<file path="config.mk">
export PLATFORM = sky130hd
export DESIGN_NAME = aes_bist_ctrl_flat
export DESIGN_NICKNAME = d
export VERILOG_FILES = /design/src/rtl/aes_bist_ctrl_pkg.sv /design/src/rtl/aes_bist_ctrl_if.sv /design/src/rtl/aes_bist_ctrl_cnt.sv /design/src/rtl/aes_bist_ctrl.sv /design/src/flat_wrapper.sv
export SDC_FILE = /design/constraint.sdc
export NUM_CORES = 1
export LEC_CHECK = 0
export BUFFER_PORTS_ARGS = -buffer_cell sky130_fd_sc_hd__buf_2
export CORE_MARGIN = 8
export CORE_UTILIZATION = 30
export DETAILED_ROUTE_END_ITERATION = 10
export GPL_TIMING_DRIVEN = 1
export PLACE_DENSITY_LB_ADDON = 0.2
export SLEW_MARGIN = 20
export SYNTH_ARGS = -nofsm -noshare
export SYNTH_HDL_FRONTEND = slang
export SYNTH_SLANG_ARGS = --single-unit
</file>
<file path="constraint.sdc">
create_clock -name clk -period 1.4 [get_ports clk]
set_input_delay 0.07 -clock clk [delete_from_list [all_inputs] [get_ports clk]]
set_output_delay 0.07 -clock clk [all_outputs]
set_load 0.05 [all_outputs]
</file>
<file path="src/rtl/aes_bist_ctrl_pkg.sv">
// Shared types and defaults for the AES BIST run-side controller.
package aes_bist_pkg;

    // Controller states; PASS and FAIL are terminal until the next start.
    typedef enum logic [2:0] {
        IDLE,
        RST_CORE,
        RUN,
        CAPTURE,
        COMPARE,
        PASS,
        FAIL
    } bist_state_e;

    localparam logic [7:0]  DEF_GOLDEN_SIG = 8'hC0;
    localparam int unsigned DEF_TIMEOUT    = 4096;

endpackage

</file>
<file path="src/rtl/aes_bist_ctrl_if.sv">
// Wrapper-side link of the BIST controller: mode/enable/reset out, signature and status back.
interface aes_bist_if #(
    parameter int unsigned WIDTH = 8
) ();
    logic             is_bist;
    logic             en_lsfr_misr;
    logic             core_rst;
    logic [WIDTH-1:0] dut_sig;
    logic             dut_done;
    logic             dut_vld;

    // Controller drives mode/enable/reset and observes the wrapper.
    modport master (
        output is_bist, en_lsfr_misr, core_rst,
        input  dut_sig, dut_done, dut_vld
    );

    // BIST wrapper side.
    modport slave (
        input  is_bist, en_lsfr_misr, core_rst,
        output dut_sig, dut_done, dut_vld
    );
endinterface

</file>
<file path="src/rtl/aes_bist_ctrl_cnt.sv">
// Clear/enable cycle counter; tc flags the final count TERM-1, so an
// enable window that starts from a cleared counter lasts TERM cycles.
module bist_cycle_counter #(
    parameter int unsigned TERM = 4
) (
    input  logic clk,
    input  logic rst,
    input  logic clr,
    input  logic en,
    output logic tc
);
    localparam int unsigned CW = (TERM > 2) ? $clog2(TERM) : 1;

    logic [CW-1:0] cnt_q, cnt_d;

    // Next count: clear wins over enable.
    always_comb begin
        cnt_d = cnt_q;
        if (clr)     cnt_d = '0;
        else if (en) cnt_d = cnt_q + CW'(1);
    end

    // Count register with synchronous active-low reset.
    always_ff @(posedge clk) begin
        if (!rst) cnt_q <= '0;
        else      cnt_q <= cnt_d;
    end

    assign tc = (cnt_q == CW'(TERM - 1));
endmodule

</file>
<file path="src/rtl/aes_bist_ctrl.sv">
// AES BIST run-side controller: resets the core, runs LFSR/MISR until DONE,
// captures the signature and compares it against the golden value.
// Optional d_vld pulse-count check: define AES_BIST_VLD_CHECK_EN.
module aes_bist_ctrl
    import aes_bist_pkg::*;
#(
    parameter int unsigned      WIDTH      = 8,
    parameter logic [WIDTH-1:0] GOLDEN_SIG = WIDTH'(DEF_GOLDEN_SIG),
    parameter int unsigned      RST_CYCLES = 4,
    parameter int unsigned      TIMEOUT    = DEF_TIMEOUT
`ifdef AES_BIST_VLD_CHECK_EN
    ,
    parameter int unsigned      EXP_VLD    = 16
`endif
) (
    input  logic              clk,
    input  logic              rst,
    input  logic              start,
    aes_bist_if.master        bus,
    output logic              busy,
    output logic              done,
    output logic              pass,
    output logic              fail,
    output logic              timeout,
    output logic [WIDTH-1:0]  sig_out,
    output logic [7:0]        vld_cnt
);
    bist_state_e      state_q, state_d;
    logic [WIDTH-1:0] sig_q, sig_d;
    logic             to_q, to_d;
    logic             rst_tc, wd_tc;
    logic             vld_ok;

    // Core-reset length: counter sits cleared outside RST_CORE.
    bist_cycle_counter #(.TERM(RST_CYCLES)) u_rst_cnt (
        .clk (clk),
        .rst (rst),
        .clr (state_q != RST_CORE),
        .en  (state_q == RST_CORE),
        .tc  (rst_tc)
    );

    // RUN watchdog: tc on the TIMEOUT-th RUN cycle.
    bist_cycle_counter #(.TERM(TIMEOUT)) u_wd_cnt (
        .clk (clk),
        .rst (rst),
        .clr (state_q != RUN),
        .en  (state_q == RUN),
        .tc  (wd_tc)
    );

`ifdef AES_BIST_VLD_CHECK_EN
    logic [7:0] vld_q, vld_d;

    // Saturating d_vld pulse count during RUN; cleared by an accepted start.
    always_comb begin
        vld_d = vld_q;
        if ((state_q == IDLE || state_q == PASS || state_q == FAIL) && start)
            vld_d = '0;
        else if (state_q == RUN && bus.dut_vld && vld_q != 8'hFF)
            vld_d = vld_q + 8'd1;
    end

    // Pulse-count register.
    always_ff @(posedge clk) begin
        if (!rst) vld_q <= '0;
        else      vld_q <= vld_d;
    end

    assign vld_cnt = vld_q;
    assign vld_ok  = (vld_q == 8'(EXP_VLD));
`else
    assign vld_cnt = '0;
    assign vld_ok  = 1'b1;
`endif

    // Next state plus signature/timeout flag updates.
    always_comb begin
        state_d = state_q;
        sig_d   = sig_q;
        to_d    = to_q;
        case (state_q)
            IDLE, PASS, FAIL: begin
                if (start) begin
                    state_d = RST_CORE;
                    sig_d   = '0;
                    to_d    = 1'b0;
                end
            end
            RST_CORE: if (rst_tc) state_d = RUN;
            RUN: begin
                // DONE takes priority over a watchdog expiring the same cycle.
                if (bus.dut_done) begin
                    state_d = CAPTURE;
                end else if (wd_tc) begin
                    state_d = FAIL;
                    to_d    = 1'b1;
                end
            end
            CAPTURE: begin
                sig_d   = bus.dut_sig;
                state_d = COMPARE;
            end
            COMPARE: state_d = (sig_q == GOLDEN_SIG && vld_ok) ? PASS : FAIL;
            default: state_d = IDLE;
        endcase
    end

    // State and result registers; reset abandons any run without a verdict.
    always_ff @(posedge clk) begin
        if (!rst) begin
            state_q <= IDLE;
            sig_q   <= '0;
            to_q    <= 1'b0;
        end else begin
            state_q <= state_d;
            sig_q   <= sig_d;
            to_q    <= to_d;
        end
    end

    assign busy             = (state_q == RST_CORE) || (state_q == RUN) ||
                              (state_q == CAPTURE)  || (state_q == COMPARE);
    assign bus.is_bist      = busy;
    assign bus.en_lsfr_misr = (state_q == RUN);
    assign bus.core_rst     = (state_q == RST_CORE);
    assign done             = (state_q == PASS) || (state_q == FAIL);
    assign pass             = (state_q == PASS);
    assign fail             = (state_q == FAIL);
    assign timeout          = to_q;
    assign sig_out          = sig_q;
endmodule

</file>
<file path="src/flat_wrapper.sv">
// flat-port wrapper written by rule: the top's interface ports become plain ports
module aes_bist_ctrl_flat import aes_bist_pkg::*;
#(
    parameter int unsigned      WIDTH      = 8,
    parameter logic [WIDTH-1:0] GOLDEN_SIG = WIDTH'(DEF_GOLDEN_SIG),
    parameter int unsigned      RST_CYCLES = 4,
    parameter int unsigned      TIMEOUT    = DEF_TIMEOUT

)
  (clk, rst, start, busy, done, pass, fail, timeout, sig_out, vld_cnt, bus_is_bist, bus_en_lsfr_misr, bus_core_rst, bus_dut_sig, bus_dut_done, bus_dut_vld);
  aes_bist_if #(.WIDTH(WIDTH)) bus_i ();
  input  logic clk;
  input  logic rst;
  input  logic start;
  output logic busy;
  output logic done;
  output logic pass;
  output logic fail;
  output logic timeout;
  output logic [WIDTH-1:0] sig_out;
  output logic [7:0] vld_cnt;
  output wire logic [$bits(bus_i.is_bist)-1:0] bus_is_bist;
  output wire logic [$bits(bus_i.en_lsfr_misr)-1:0] bus_en_lsfr_misr;
  output wire logic [$bits(bus_i.core_rst)-1:0] bus_core_rst;
  input wire logic [$bits(bus_i.dut_sig)-1:0] bus_dut_sig;
  input wire logic [$bits(bus_i.dut_done)-1:0] bus_dut_done;
  input wire logic [$bits(bus_i.dut_vld)-1:0] bus_dut_vld;
  assign bus_is_bist = bus_i.is_bist;
  assign bus_en_lsfr_misr = bus_i.en_lsfr_misr;
  assign bus_core_rst = bus_i.core_rst;
  assign bus_i.dut_sig = bus_dut_sig;
  assign bus_i.dut_done = bus_dut_done;
  assign bus_i.dut_vld = bus_dut_vld;
  aes_bist_ctrl #(.WIDTH(WIDTH), .GOLDEN_SIG(GOLDEN_SIG), .RST_CYCLES(RST_CYCLES), .TIMEOUT(TIMEOUT)) u_core (.clk(clk), .rst(rst), .start(start), .bus(bus_i), .busy(busy), .done(done), .pass(pass), .fail(fail), .timeout(timeout), .sig_out(sig_out), .vld_cnt(vld_cnt));
endmodule
</file>
Yosys cells after proc, flatten, opt, wreduce, memory -nomap -nowiden:

Index checks and enable logic that the tools add are counted.

* bits in latches: 0
* ROM bits: 0
* memory bits (writable): 0
* flip-flop bits (word level): 26
* input bits: 13
* memories kept: 0

* multiply operators: 0
* add/sub/neg operators: 2
* div/mod/pow operators: 0
* reductions and logical operators: 13
* shift operators: 0
* magnitude comparators: 0
* bitwise gates (word level): 1
* equal/unequal tests: 16
* mux-type cells: 12

Operators with widths (count)
* $pmux W8 S2: 1
* $pmux W3 S5: 1
* $add A12 B1 Y12 const B: 1
* $eq A12 B12 Y1 const B: 1
* $mux W3: 4
* $eq A3 B3 Y1 const B: 3
* $eq A8 B8 Y1 const B: 1
* $mux W8: 1
* $eq A3 B2 Y1 const B: 2
* $ne A3 B1 Y1 const B: 2
* $logic_or A1 B1 Y1: 4
* $ne A2 B1 Y1 const B: 2
* $ne A2 B2 Y1 const B: 2
* $reduce_and A4 Y1: 1
* $reduce_bool A2 Y1: 2
* $reduce_or A2 Y1: 2
* $eq A3 B1 Y1 const B: 1
* $logic_not A3 Y1: 1
* $mux W1: 3
* $ne A3 B2 Y1 const B: 1
* $reduce_and A3 Y1: 1
* $reduce_or A3 Y1: 1
* $add A2 B1 Y2 const B: 1
* $eq A2 B2 Y1 const B: 1
* other kinds (4): 4

Longest topological paths before layout:

Gate-level depths: netlist (run 1).

* word-level depth: 4
* depth in mapped cells: 6
* gate-level depth less buffers: 5

Modules after synthesis:

A second synthesis (run 1) with hierarchy kept.

* cells, all modules: 162
* area, all modules: 1391.3 sq um

By module, submodules not included
* aes_bist_ctrl: cells each 91, instances 1, seq. area each 240.2 sq um, area each 729.4 sq um
* bist_cycle_counter at u_core.u_wd_cnt: cells each 63, instances 1, seq. area each 240.2 sq um, area each 576.8 sq um
* bist_cycle_counter at u_core.u_rst_cnt: cells each 8, instances 1, seq. area each 40.0 sq um, area each 85.1 sq um

Worst setup path after synthesis (run 1):

No wires, ideal clock.

* path type: register to register
* start: reg u_core.state_q[2]
* end: reg u_core.state_q[0]
* library setup time: 0.072 ns
* period minus slack after synthesis: 2.261 ns
* setup slack: -0.861 ns
* cell stages (with the launch flop): 6
* data required time: 1.328 ns
* arrival: 2.189 ns
* buffers on the path: 1
* cell sequence: dfxtp_1 > buf_2 > nor3b_1 > nand2b_1 > o211ai_1 > mux2i_1

RTL lines
* start: declaration: RTL line aes_bist_ctrl.sv:28 `bist_state_e state_q, state_d;`
* start signal: assignment: RTL line aes_bist_ctrl.sv:116 `state_q <= state_d;`
* $eq A3 B1 Y1 *
* named net bus_core_rst: RTL line flat_wrapper.sv:24 `output wire logic [$bits(bus_i.core_rst)-1:0] bus_core_rst;`
* $ne A2 B1 Y1 (no line)
* $reduce_and A3 Y1 (no line)

Mark *: on every way through the listed nets, which the timed path passes. The rest lies on a longest branch.
A chain may end at the register's enable or synchronous reset.

Final worst setup path (run 1):

* start: reg u_core.state_q[0]
* end: out done

* word-level cells in the longest chain between the ends: 2

RTL lines
* $eq A3 B3 Y1: RTL line aes_bist_ctrl.sv:127 `assign done = (state_q == PASS) || (state_q == FAIL);`
* $logic_or A1 B1 Y1 *: RTL line aes_bist_ctrl.sv:127
* end: declaration: RTL line flat_wrapper.sv:16 `output logic done;`

Mark *: on every way between the ends. The rest lies on a longest branch, timed or not.

==> results of run 1 <==
[cells by family after synthesis]
logic type / synth area share
DFF: 0.405
other: 0.00292
muxes: 0.0156
adders and majority gates: 0.0195
buffers and inverters: 0.0897
AOI/OAI and AO/OA: 0.146
xor gates and xnor gates: 0.0614
and+or+nand+nor: 0.259
[routing by layer]
| metal | part of all wire | up-vias |
|---|---|---|
| li1 | - | 569 |
| met1 | 0.44 | 536 |
| met2 | 0.50 | 25 |
| met3 | 0.049 | 2 |
| met4 | 0.0088 | 0 |
| met5 | 0 | - |
[worst max-delay path: stages (launching register included)]
cell     delay (ns)
dfxtp_4        0.37
and3b_4        0.22
buf_6          0.11
or2_4          0.24
buf_8          0.15
[cell usage after synthesis (all sizes together) (3+ instances only)]
library cell and number:
nand4 3, nand3 3, and4 3, inv 3
a22o 8, dfxtp 26, nor2 14, and3 6
nand2 12, o21ai 3, xor2 7, clkbuf 4
buf 13
[timing repair]
| item | CTS | global route |
|---|---|---|
| pin swaps | 9 | 6 |
| gates cloned | 0 | 0 |
| endpoints found under the setup margin | 17 | 28 |
| resized for setup | 26 | 13 |
| setup buffers | 3 | 0 |
[power breakdown]
part	internal [mW]	switching, mW	total, mW
Clock	0.382	0.237	0.619
Combinational	0.295	0.366	0.661
Sequential	0.761	0.0180	0.779
[through the flow]
step,util,area (µm²),setup TNS [ns]
finish,0.449,1820,-0.0413
global route,0.449,1820,-0.798
CTS,0.436,1770,-0.0719
detailed placement,0.394,1600,-0.339
global placement,0.394,1600,-0.0429
floorplan,-,1370,-2.57
[layout make-up]
class | count | area [µm²] | share of cell area
timing repair buffer | 51 | 392 | 0.215
sequential | 26 | 533 | 0.292
tap | 50 | 62.6 | 0.0343
clock inverter | 1 | 30.0 | 0.0165
clock buffer | 3 | 41.3 | 0.0226
multi-input combinational | 102 | 753 | 0.413
inverter | 3 | 11.3 | 0.00618
[flip-flops by register name, indices dropped and copies added (netlist names)]
register and count:
u_core.u_wd_cnt.cnt_q 12, u_core.sig_out 8, u_core.state_q 3, u_core.u_rst_cnt.cnt_q 2, u_core.timeout 1
[cells in the final DEF (no fill, tap or decap), types with 2 or more instances in the layout]
cell type / synthesis / final
nor2_1: 14 / 11
nand3_1: 3 / 3
nand2_2: 0 / 2
inv_1: 2 / 2
and3_1: 6 / 5
nand2_1: 12 / 10
and2_1: 2 / 2
o21ai_0: 2 / 2
dfxtp_4: 0 / 3
clkbuf_8: 0 / 3
dfxtp_1: 26 / 22
ha_1: 2 / 2
nor2b_1: 2 / 2
nor2_4: 0 / 2
conb_1: 1 / 8
buf_2: 2 / 22
nand2b_1: 2 / 2
buf_4: 10 / 16
buf_6: 0 / 9
xnor2_1: 2 / 2
xor2_1: 7 / 7
and3b_4: 1 / 2
buf_8: 0 / 4
nand4_1: 3 / 3
nor3b_4: 0 / 2
and4_1: 3 / 2
mux2i_1: 2 / 2
a22o_1: 8 / 8
[how the worst min path moves through the flow]
stage	cells past startpoint	start	end	slack [ns]
6_report	2	bus_dut_sig[1]	u_core.sig_out[1]	0.01
3_3_place_gp	2	bus_dut_sig[1]	u_core.sig_out[1]	0.28
5_1_grt	2	bus_dut_sig[1]	u_core.sig_out[1]	0.005
4_1_cts	2	bus_dut_sig[6]	u_core.sig_out[6]	0.009
2_1_floorplan	1	bus_dut_sig[0]	u_core.sig_out[0]	0.20
3_5_place_dp	2	bus_dut_sig[6]	u_core.sig_out[6]	0.29
==> out/metrics.yaml, run 1 <==
nFillCells: 390
rows: 23
cp_data_arrival_time_ns: 1.37
ys_types: 45
crit_start: "u_core.state_q[0]"
finalMaxSlewViolations: 0
max_freq_mhz: 697
synth_area_um2: 1280
antenna_found_initial: 0
fin_crit_sh: 1.03
cts_buffer_depth: 2
yosysTopAreaCell: "dfxtp_1"
track_usage: 0.0907
n_antenna_cell: 0
finalHoldViolations: 0
grt_pass1_wl_um: 4890
fp.dieH_um: 81.4
ant_nets: 0
worstPathRequired_ns: 1.33
die_w_um: 81.4
cap_violations: 0
criticalPathCategory: "flop to output port"
timing.rr.end: "u_core.sig_out[5]"
final.setup.worst_slack_ns: -0.0357
io_buffers: 27
dr.pass1.iters: 4
hold_buffers: 0
ir_worst_vdd_v: 0.000811
holdWs_ns: 0.0134
power_density_nw_per_um2: 1130
drc: 0
nets: 202
start_util: 0.316
rsz0062_at_grt: "yes"
syn_area_per_cell_um2: 9.10
post_drt_via_cell_ratio: 4.80
skew_ns: 0.00820
drt_wl_total_um: 3080
rrSetupSlack_ns: 0
path_max_fanout: 5
p_total_mw: 2.06
synth-edff-count: 0
fin_crit_ns: 1.44
seq_area_frac_synth: 0.405
hpwlAfterDp_um: 2320
clk_latency_ns: 0.27
ys_top_cells_by_area: "dfxtp_1 (41%), buf_4 (5.8%), a22o_1 (5.5%)"
cts.sinks: 26
routed-via-count: 1132
critPathLaunchType: "flop"
synth_seq_cells: 26
ctsHtreeMaxLevel: 1
busiest_layer: "met2"
grt.met3_usage: 0.0229
cts_tree: "done"
synth_ff_type: "dfxtp_1"
area_delta_synth_final_pct: 42.0
drive_above_1_share: 0.425
grt_max_degree: 16
place_congestion: 0.756
syn_inst: 141
grt_overflow: 0
leakage_nw: 0.800
synth_top_area_share: 0.405
synth-async-reset-ratio: 0
grt_use_met1: 0.110
cts_buffers: 3
hold_class: "input port to flop"
setup_violations: 4
ios: 37
crit_end: "done"
violations: "negative setup slack"
reg2reg_from: "u_core.state_q[0]"
status: "complete, but fails checks"
path_clk_slew_ns: 0.09
reg2reg_depth: 5
drt_iter0_markers: 35
end_kind: "output port"
root_buffer: "clkbuf_8"
wl_per_cell_um: 13.1
grt_pass1_vias: 1130
dp_slack_ns: -0.0562
core_um2: 4060
finalNonFillerCells: 236
grt_use_met2: 0.149
ys_warn_count: 0
placedCellCount: 229
die-area_um2: 6630
Note: power is estimated with default switching activity, not from simulation.
==> inputs of run 2 (changes only) <==
Clock period 1.4 ns to 1.55 ns, I/O delays scaled along.
==> run 2 against run 1 <==
The run now ends clean. Via count shrank 7.2%. Wire length is 6.6% lower. Sequential share of layout area rose by 3.1 points. Clock power is 9.5% lower. Utilization decreased by 5.0 points. Die area stayed put. First-iteration DRC count unchanged. Combinational power is 35% lower. Sequential power fell by 9.5%. Register-to-register slack better by 0.09 ns. Design area fell by 11%. Worst hold slack got worse by 0.0011 ns.
==> out/metrics.yaml, run 2 (synthesis gave the netlist of run 1 again) <==
status: "complete, no violations"
regMostFlops: "u_core.u_wd_cnt.cnt_q"
path_clk_slew_ns: 0.09  # about the same
drt_wl_total_um: 2880  # -6.6%
ff_latch_area_um2: 524  # -1.6%
postCtsSetupBuffers: 0  # -3
placedCellCount: 220  # -3.9%
die_w_um: 81.4  # unchanged
cts_tree: "done"
criticalPathCategory: "flop to flop"
core_um2: 4060  # unchanged
grt_pass1_vias: 1101  # -2.6%
cts_buffer_depth: 2  # unchanged
multiInputGateArea_um2: 702  # -6.8%
cpPeakStageDelay_ns: 0.35  # -0.02 ns
critPathLaunchType: "flop"
largest_reg_flops: 12  # unchanged
n_antenna_cell: 0  # unchanged
power_frac_seq: 0.416  # +0.038
clk_latency_ns: 0.27  # about the same
finalHoldViolations: 0  # unchanged
cp_data_arrival_time_ns: 1.66  # +0.29 ns
power_density_nw_per_um2: 1040  # -7.6%
wl_per_cell_um: 12.8  # -2.0%
hpwlAfterDp_um: 2290  # -1.3%
hold_class: "input port to flop"
worstPathRequired_ns: 1.75  # +0.42 ns
cts_buffers: 3  # unchanged
path_max_fanout: 5  # unchanged
setup_tns_ns: 0  # +0.0413 ns
area_delta_synth_final_pct: 26.3
grt_pass1_wl_um: 4850  # -0.72%
power_frac_clock: 0.331  # +0.030
rows: 23  # unchanged
finish.instance_area_um2: 1620  # -11%
rsz0062_at_grt: "no"
end_kind: "flop"
final_cell_mix: "buf_2 (26), dfxtp_1 (23), nor2_1 (13)"
dp_slack_ns: 0.0352  # +0.0914 ns
ctsHtreeMaxLevel: 1  # unchanged
ir_worst_vdd_v: 0.000624  # -23%
grt_overflow: 0  # unchanged
p_total_mw: 1.69  # -18%
setup_violations: 0  # -4
drive_above_1_share: 0.349  # -0.0762
finalMaxSlewViolations: 0  # unchanged
nets: 191  # -5.4%
skew_ns: 0.00217  # -0.00603 ns
place_area_um2: 1530  # -4.4%
cp_top_family: "simple AND/OR/NAND/NOR gates"
ios: 37  # unchanged
io_buffers: 27  # unchanged
finalNonFillerCells: 225  # -4.7%
nFillCells: 423  # +8.5%
switchingPower_mw: 0.516  # -17%
fin_crit_ns: 1.46
swShare: 0.305  # +0.00330
antenna_found_initial: 0  # unchanged
drt_iter0_markers: 35  # unchanged
drc: 0  # unchanged
crit_path_top_delay_cell: "dfxtp_2"
root_buffer: "clkbuf_8"
p_comb_frac: 0.253  # -0.068
track_usage: 0.0892  # -0.00146
start_util: 0.316  # unchanged
final.setup.worst_slack_ns: 0.0926  # +0.128 ns
grt_max_degree: 16  # unchanged
cap_violations: 0  # unchanged
post_drt_via_cell_ratio: 4.67  # -2.6%
cts.sinks: 26  # unchanged
fin_crit_sh: 0.940
final_common_cell: "buf_2"
path_buf_inv: 1  # -1
leakage_nw: 0.719  # -10%
holdWs_ns: 0.0122  # -0.00114 ns
routed-via-count: 1051  # -7.2%
intPower_mw: 1.18  # -18%
max_freq_mhz: 686
dr.pass1.iters: 4  # unchanged
die-area_um2: 6630  # unchanged
ant_nets: 0  # unchanged
path_cells: "buf_4 > and4bb_2 > nand3_1 > or3_1 > a21oi_1"
fp.dieH_um: 81.4  # unchanged
place_congestion: 0.772  # +2.2%
post-route-util: 0.400  # -0.0496
-- run 2: cell count changes in the layout (fill, tap and decap cells not counted), moves of 3 or more --
cell / change
buf_2: +4
buf_4: -4
buf_6: -9
buf_8: -4
dfxtp_4: -3
-- run 2: worst paths after layout --
kind	slack, ns	startpoint	cells past startpoint	end
worst max register to register	0.09	u_core.state_q[0]	5	u_core.u_wd_cnt.cnt_q[11]
worst max-delay path	0.09	u_core.state_q[0]	5	u_core.u_wd_cnt.cnt_q[11]
worst min-delay path	0.01	bus_dut_sig[1]	2	u_core.sig_out[1]
worst min register to register	0.43	u_core.u_rst_cnt.cnt_q[0]	1	u_core.u_rst_cnt.cnt_q[0]
-- run 2: layer usage --
layer,global-route usage,part of all wire
met5,0,0
met4,0.0107,0
met3,0.0273,0.047
met2,0.144,0.48
met1,0.117,0.48
-- run 2: worst reg2reg max path, delay by kind of cell, from the launching register on --
kind / cells / cell delay (ns)
AO/OA/AOI/OAI: 1 / 0.14
buffers and inverters: 1 / 0.15
flip-flops: 1 / 0.35
AND/OR/NAND/NOR: 3 / 0.75
-- run 2: cell type report --
type / count / share of cell area
multi-input cells: 102 / 0.433
flip-flops and latches: 26 / 0.323
repair buffers: 40 / 0.154
well taps: 50 / 0.0386
clock buffers: 3 / 0.0255
clock inverters: 1 / 0.0185
inverters: 3 / 0.00694
-- run 2: repair_timing --
| item | CTS | global route |
|---|---|---|
| endpoints found under the setup margin | 0 | 15 |
| endpoints found under the hold margin | 0 | 1 |
| hold buffers | 0 | 1 |
| resized for setup | 0 | 9 |
-- run 2: power by group through the flow --
stage / clock, mW / combinational (mW) / sequential [mW]
6_report: 0.560 / 0.428 / 0.705
5_1_grt: 0.617 / 0.457 / 0.708
4_1_cts: 0.580 / 0.422 / 0.703
3_5_place_dp: 0 / 0.422 / 0.718
3_3_place_gp: 0 / 0.421 / 0.716
2_1_floorplan: 0 / 0.371 / 0.717
